===== src/rtl/rip_axi_interface_const.sv =====
// Shared AXI4 encodings and field widths for the rip AXI blocks.
package rip_axi_interface_const;

    localparam int AXI_LEN_WIDTH  = 8;
    localparam int AXI_SIZE_WIDTH = 3;

    typedef enum logic [1:0] {
        AXI_BURST_FIXED = 2'b00,
        AXI_BURST_INCR  = 2'b01,
        AXI_BURST_WRAP  = 2'b10,
        AXI_BURST_RSVD  = 2'b11
    } axi_burst_t;

    typedef enum logic [1:0] {
        AXI_RESP_OKAY   = 2'b00,
        AXI_RESP_EXOKAY = 2'b01,
        AXI_RESP_SLVERR = 2'b10,
        AXI_RESP_DECERR = 2'b11
    } axi_resp_t;

endpackage


===== src/rtl/rip_axi_burst_addr_gen.sv =====
// Combinational next-beat address for AXI FIXED / INCR / WRAP bursts.
module rip_axi_burst_addr_gen
    import rip_axi_interface_const::*;
#(
    parameter int ADDR_WIDTH = 32
) (
    input  logic [ADDR_WIDTH-1:0]     addr,
    input  logic [AXI_SIZE_WIDTH-1:0] size,
    input  logic [AXI_LEN_WIDTH-1:0]  len,
    input  axi_burst_t                burst,
    output logic [ADDR_WIDTH-1:0]     next
);

    logic [ADDR_WIDTH-1:0] bytes;
    logic [ADDR_WIDTH-1:0] span;
    logic [ADDR_WIDTH-1:0] low;
    logic [ADDR_WIDTH-1:0] incr;

    always_comb begin
        bytes = ADDR_WIDTH'(1) << size;
        span  = ({{(ADDR_WIDTH-AXI_LEN_WIDTH){1'b0}}, len} + ADDR_WIDTH'(1)) << size;
        // Wrap boundary is the span-aligned window holding the current address.
        low   = addr & ~(span - ADDR_WIDTH'(1));
        incr  = addr + bytes;
        case (burst)
            AXI_BURST_FIXED: next = addr;
            AXI_BURST_WRAP:  next = (incr == low + span) ? low : incr;
            default:         next = incr;
        endcase
    end

endmodule


===== src/rtl/rip_axi_rd_responder.sv =====
// AXI4 read-channel slave: one burst at a time, one R beat every two cycles from a 1-cycle memory.
// Optional macro RIP_AXI_RD_WRAP_CHECK_EN rejects illegal WRAP bursts with SLVERR.
module rip_axi_rd_responder
    import rip_axi_interface_const::*;
#(
    parameter int                    ADDR_WIDTH = 32,
    parameter int                    DATA_WIDTH = 32,
    parameter int                    ID_WIDTH   = 4,
    parameter logic [ADDR_WIDTH-1:0] MEM_BASE   = 'h0,
    parameter logic [ADDR_WIDTH-1:0] MEM_SIZE   = 'h10000
) (
    input  logic                      clk,
    input  logic                      rst,
    input  logic [ID_WIDTH-1:0]       arid,
    input  logic [ADDR_WIDTH-1:0]     araddr,
    input  logic [AXI_LEN_WIDTH-1:0]  arlen,
    input  logic [AXI_SIZE_WIDTH-1:0] arsize,
    input  logic [1:0]                arburst,
    input  logic                      arvalid,
    output logic                      arready,
    output logic [ID_WIDTH-1:0]       rid,
    output logic [DATA_WIDTH-1:0]     rdata,
    output logic [1:0]                rresp,
    output logic                      rlast,
    output logic                      rvalid,
    input  logic                      rready,
    output logic                      mem_re,
    output logic [ADDR_WIDTH-1:0]     mem_addr,
    input  logic [DATA_WIDTH-1:0]     mem_rdata
);

    localparam logic [1:0] ST_IDLE = 2'd0;
    localparam logic [1:0] ST_MEM  = 2'd1;
    localparam logic [1:0] ST_RESP = 2'd2;

    localparam int                    BUS_SIZE   = $clog2(DATA_WIDTH/8);
    localparam logic [ADDR_WIDTH-1:0] ALIGN_MASK = ~(ADDR_WIDTH'(DATA_WIDTH/8 - 1));

    logic [1:0]                state_q, state_d;
    logic                      arready_q, arready_d;
    logic [ID_WIDTH-1:0]       id_q, id_d;
    logic [AXI_LEN_WIDTH-1:0]  beat_cnt_q, beat_cnt_d;
    logic                      slverr_q, slverr_d;
    logic [DATA_WIDTH-1:0]     rdata_q, rdata_d;
    axi_resp_t                 rresp_q, rresp_d;
    logic                      rlast_q, rlast_d;

    logic [ADDR_WIDTH-1:0]     addr_q, addr_d;
    logic [AXI_LEN_WIDTH-1:0]  len_q, len_d;
    logic [AXI_SIZE_WIDTH-1:0] size_q, size_d;
    axi_burst_t                burst_q, burst_d;

    logic [ADDR_WIDTH-1:0]     next_addr;
    logic [ADDR_WIDTH:0]       base_off;
    logic                      in_range;
    logic                      burst_err;
    axi_resp_t                 beat_resp;

    rip_axi_burst_addr_gen #(
        .ADDR_WIDTH (ADDR_WIDTH)
    ) u_addr_gen (
        .addr  (addr_q),
        .size  (size_q),
        .len   (len_q),
        .burst (burst_q),
        .next  (next_addr)
    );

    // Subtract with a borrow bit so a zero base needs no always-true compare.
    always_comb begin
        base_off  = {1'b0, addr_q} - {1'b0, MEM_BASE};
        in_range  = !base_off[ADDR_WIDTH] && (base_off[ADDR_WIDTH-1:0] < MEM_SIZE);
        if (slverr_q) begin
            beat_resp = AXI_RESP_SLVERR;
        end else if (!in_range) begin
            beat_resp = AXI_RESP_DECERR;
        end else begin
            beat_resp = AXI_RESP_OKAY;
        end
    end

    always_comb begin
        burst_err = (arburst == AXI_BURST_RSVD) || (arsize > AXI_SIZE_WIDTH'(BUS_SIZE));
`ifdef RIP_AXI_RD_WRAP_CHECK_EN
        if (arburst == AXI_BURST_WRAP) begin
            if (!(arlen inside {8'd1, 8'd3, 8'd7, 8'd15})) begin
                burst_err = 1'b1;
            end
            if ((araddr & ((ADDR_WIDTH'(1) << arsize) - ADDR_WIDTH'(1))) != '0) begin
                burst_err = 1'b1;
            end
        end
`endif
    end

    always_comb begin
        state_d    = state_q;
        id_d       = id_q;
        beat_cnt_d = beat_cnt_q;
        slverr_d   = slverr_q;
        rdata_d    = rdata_q;
        rresp_d    = rresp_q;
        rlast_d    = rlast_q;
        addr_d     = addr_q;
        len_d      = len_q;
        size_d     = size_q;
        burst_d    = burst_q;
        case (state_q)
            ST_IDLE: begin
                if (arvalid && arready_q) begin
                    id_d       = arid;
                    addr_d     = araddr;
                    len_d      = arlen;
                    size_d     = arsize;
                    burst_d    = axi_burst_t'(arburst);
                    beat_cnt_d = '0;
                    slverr_d   = burst_err;
                    state_d    = ST_MEM;
                end
            end
            ST_MEM: begin
                rdata_d = (beat_resp == AXI_RESP_OKAY) ? mem_rdata : '0;
                rresp_d = beat_resp;
                rlast_d = (beat_cnt_q == len_q);
                state_d = ST_RESP;
            end
            ST_RESP: begin
                if (rready) begin
                    if (rlast_q) begin
                        rlast_d = 1'b0;
                        state_d = ST_IDLE;
                    end else begin
                        addr_d     = next_addr;
                        beat_cnt_d = beat_cnt_q + 1'b1;
                        state_d    = ST_MEM;
                    end
                end
            end
            default: state_d = ST_IDLE;
        endcase
        arready_d = (state_d == ST_IDLE);
    end

    always_ff @(posedge clk or posedge rst) begin
        if (rst) begin
            state_q    <= ST_IDLE;
            arready_q  <= 1'b0;
            id_q       <= '0;
            beat_cnt_q <= '0;
            slverr_q   <= 1'b0;
            rdata_q    <= '0;
            rresp_q    <= AXI_RESP_OKAY;
            rlast_q    <= 1'b0;
        end else begin
            state_q    <= state_d;
            arready_q  <= arready_d;
            id_q       <= id_d;
            beat_cnt_q <= beat_cnt_d;
            slverr_q   <= slverr_d;
            rdata_q    <= rdata_d;
            rresp_q    <= rresp_d;
            rlast_q    <= rlast_d;
        end
    end

    // Burst descriptor is only meaningful while a burst is active.
    always_ff @(posedge clk) begin
        addr_q  <= addr_d;
        len_q   <= len_d;
        size_q  <= size_d;
        burst_q <= burst_d;
    end

    assign arready  = arready_q;
    assign rvalid   = (state_q == ST_RESP);
    assign rid      = id_q;
    assign rdata    = rdata_q;
    assign rresp    = rresp_q;
    assign rlast    = rlast_q;
    assign mem_re   = (state_q == ST_MEM) && (beat_resp == AXI_RESP_OKAY);
    assign mem_addr = addr_q & ALIGN_MASK;

endmodule


===== config.mk =====
export PLATFORM = sky130hd
export DESIGN_NAME = rip_axi_rd_responder
export DESIGN_NICKNAME = d
export VERILOG_FILES = /design/src/rtl/rip_axi_interface_const.sv /design/src/rtl/rip_axi_burst_addr_gen.sv /design/src/rtl/rip_axi_rd_responder.sv
export SDC_FILE = /design/constraint.sdc
export NUM_CORES = 1
export LEC_CHECK = 0
export ABC_CLOCK_PERIOD_IN_PS = 6400
export BUFFER_PORTS_ARGS = -buffer_cell sky130_fd_sc_hd__buf_2
export CORE_MARGIN = 2
export CORE_UTILIZATION = 35
export DETAILED_ROUTE_END_ITERATION = 10
export PLACE_DENSITY = 0.63
export SYNTH_ARGS = -nofsm -noshare
export SYNTH_HDL_FRONTEND = slang
export SYNTH_SLANG_ARGS = --single-unit

===== constraint.sdc =====
create_clock -name clk -period 6.4 [get_ports clk]
set_input_delay 1.92 -clock clk [delete_from_list [all_inputs] [get_ports clk]]
set_output_delay 1.92 -clock clk [all_outputs]
set_load 0.01 [all_outputs]

==> results.txt <==
Syn avg cell area: 8.31 um^2
Status: finished clean
Peak Freq: 161 MHz
Top post-synthesis cells by area: edfxtp_1, dfrtp_1, nand2_1
Area of the multi-input gates: 0.00595 mm^2
Final WL: 30800 um
Crit path max-delay family: compound AO/OA/AOI/OAI gates
All-Layer GR Usage: 22.2%
Post-synthesis sequential area ratio: 29.2%
Fin util: 43.4%
Layout Skew: 14.2 ps
Worst VDD drop: 177 uV
Critical Path RT: 6490 ps
Ys async rst share: 53.1%
Hold Fails Final Rpt: 0
Ant. Diodes: 0
Fill cell count: 2569
EDFF count, synth: 45
Arrival time worst endpoint: 6320 ps
Final GP Congestion: 0.971
Die ar.: 0.0270 mm^2
Worst-path maximum fanout: 8
Final Net Count: 1353
Final instance area: 0.0109 mm^2
Die Width: 164 um
Hold slack: 501 ps
Drt via density: 5.79
Clock transition at path regs: 80 ps
Area leader, netlist: edfxtp_1
Crit Path Class: reg -> reg
CTS tree: done
P per Cell Area: 421 mW/mm^2
H-Tree Depth: 3
GRT overflow: 0
Io pins: 159
Critical path startpoint category: flip-flop
Register area: 0.00263 mm^2
Relative slew slack: 31.3%
Vias in the first global route: 8740
Crit-path slowest cell: or4_4
Worst-Skew Late Latency: 360 ps
Maximum root-to-sink buffer count: 2
Routed via count: 9139
Synthesized instance count: 1083
Core area: 0.0252 mm^2
Layout cells sized above 1: 26.8%
Synth Register Bits: 96
CTS hold repair buffers: 0
Minimum clock period: 6230 ps
Hold Crit Class: reg -> reg
Crit path buf inv count: 5
Iteration-0 DRC Markers: 813
Routed Antenna Nets: 0
Clock sinks: 96
Post-synth top area share: 15.0%
Top cells by count, synth: nand2_1, nor2_1, a21oi_1
Placed Area: 0.0102 mm^2
Leak Pwr: 0.00462 uW
# port buffers: 156
Slew Viols, Final: 0
Clk root buf: clkbuf_16
Main flop type after synthesis: dfrtp_1
Initial Util: 35.7%
WL per Instance: 19.5 um
Max cap viols: 0
DP Wirelength: 23200 um
Setup crit end kind: flip-flop
Drt drc: 0
Pre-antenna DRT Iters: 7
Rows: 58
Cell with the most instances after synthesis: nand2_1
Die Height: 164 um
Final period utilization: 97.3%
First-pass GRT wire length: 47200 um
CP max stage delay: 590 ps
Area added between synthesis and finish: 21.3%
Post-synth cell types: 97
Yosys Warn Count: 0
Slew @ Worst Pin: 1030 ps
Setup Viol. Count Final: 0
CTS Buf Count: 9
Largest net degree at the start of global routing: 52
Mapped Area: 0.00900 mm^2
Initial antenna violation count: 1
[final cells by class]
class / instances / area share (%)
Tap cell: 330 / 3.78
Sequential cell: 96 / 24.1
Inverter: 29 / 1.02
Clock inverter: 7 / 0.607
Timing Repair Buffer: 242 / 14.0
Multi-Input combinational cell: 866 / 54.5
Clock buffer: 9 / 2.06
[layer usage]
metal / up-vias / wire (um) / track usage [%]
met5: - / 13 / 0
met4: 2 / 975 / 8.01
met3: 60 / 1860 / 3.79
met2: 363 / 14500 / 36.6
met1: 4346 / 13400 / 29.2
li1: 4368 / - / -
[where the power goes]
| part | leakage [uW] | internal (uW) | total [uW] | switching (uW) |
|---|---|---|---|---|
| Sequential | 0.00111 | 840 | 1080 | 235 |
| Combinational | 0.00337 | 1220 | 2970 | 1740 |
| Clock | 0.000141 | 274 | 556 | 282 |
| Total | 0.00462 | 2340 | 4600 | 2260 |
[state kept, by name, indices dropped and copies added, names as in the netlist]
register    cells
addr_q         32
rdata          32
beat_cnt_q      8
len_q           8
rid             4
size_q          3
burst_q         2
rresp           2
state_q         2
arready         1
rlast           1
slverr_q        1
[cell usage in the layout (no fill, tap or decap), drive strengths merged, types with 13 or more instances in the layout]
cell,n
buf,241
nand2,109
nor2,87
a21oi,54
o21ai,53
dfrtp,51
edfxtp,45
nand3,43
xnor2,42
nor3,42
a22o,35
a31oi,35
inv,29
xor2,25
ha,23
and2,21
a21o,21
a211oi,18
nor4,17
nand4,16
nand2b,15
and3,15
o211ai,14
mux2i,14
or2,13
[what timing repair did]
| action | in CTS | in global routing |
|---|---|---|
| gates resized for setup | 2 | 47 |
| cloned | 0 | 2 |
| buffers inserted | 5 | 13 |
| endpoints found under the setup margin | 13 | 32 |
| pin swaps | 1 | 17 |
[cells by family after synthesis]
family	count (synthesis)	share of synthesized area, %
AOI/OAI and AO/OA	317	25.2
xor gates and xnor gates	68	6.77
adders and majority gates	24	3.42
buffers and inverters	123	7.33
DFF	96	29.2
muxes	21	2.70
other	1	0.0417
and+or+nand+nor	433	25.3
[final timing paths]
check                               start    endpoint  slack (ps)  cells past startpoint
worst min-delay path            rdata[24]   rdata[24]         500                      1
worst max register to register   len_q[0]  addr_q[30]         170                     26
min in group asynchronous             rst       rlast        1810                      2
worst min register to register  rdata[24]   rdata[24]         500                      1
max in group asynchronous             rst   rdata[10]        3940                      2
worst max-delay path             len_q[0]  addr_q[30]         170                     26
[per-stage QoR]
step | setup WS, ps | total power (uW) | setup TNS [ps] | instances
3_5_place_dp | -75.8 | 3800 | -492 | 1543
4_1_cts | 7.42 | 4390 | 0 | 1564
2_1_floorplan | 353 | 3000 | 0 | 1084
5_1_grt | -51.5 | 4920 | -392 | 1579
3_3_place_gp | 53.1 | 3790 | 0 | 1543
6_report | 172 | 4600 | 0 | 1579
[worst reg2reg max path, cell delays in order (launching register included)]
cell      delay (ps)
edfxtp_1         510
ha_4             230
buf_8            140
inv_4             60
nor3_1            60
o311a_1          380
o32a_4           400
or3_4            430
nor3_4           300
buf_4            180
xnor2_1          120
nand2_1          110
inv_2             90
ha_4             190
a21o_1           160
a221oi_2         240
buf_4            160
o21bai_2          70
a211o_1          300
a31oi_4          220
nor3_4            60
nand3b_1         260
a22oi_4          270
nand4b_4         140
or4_4            590
o221ai_1         210
o211ai_1         110
Note: power is estimated with default switching activity, not from simulation.
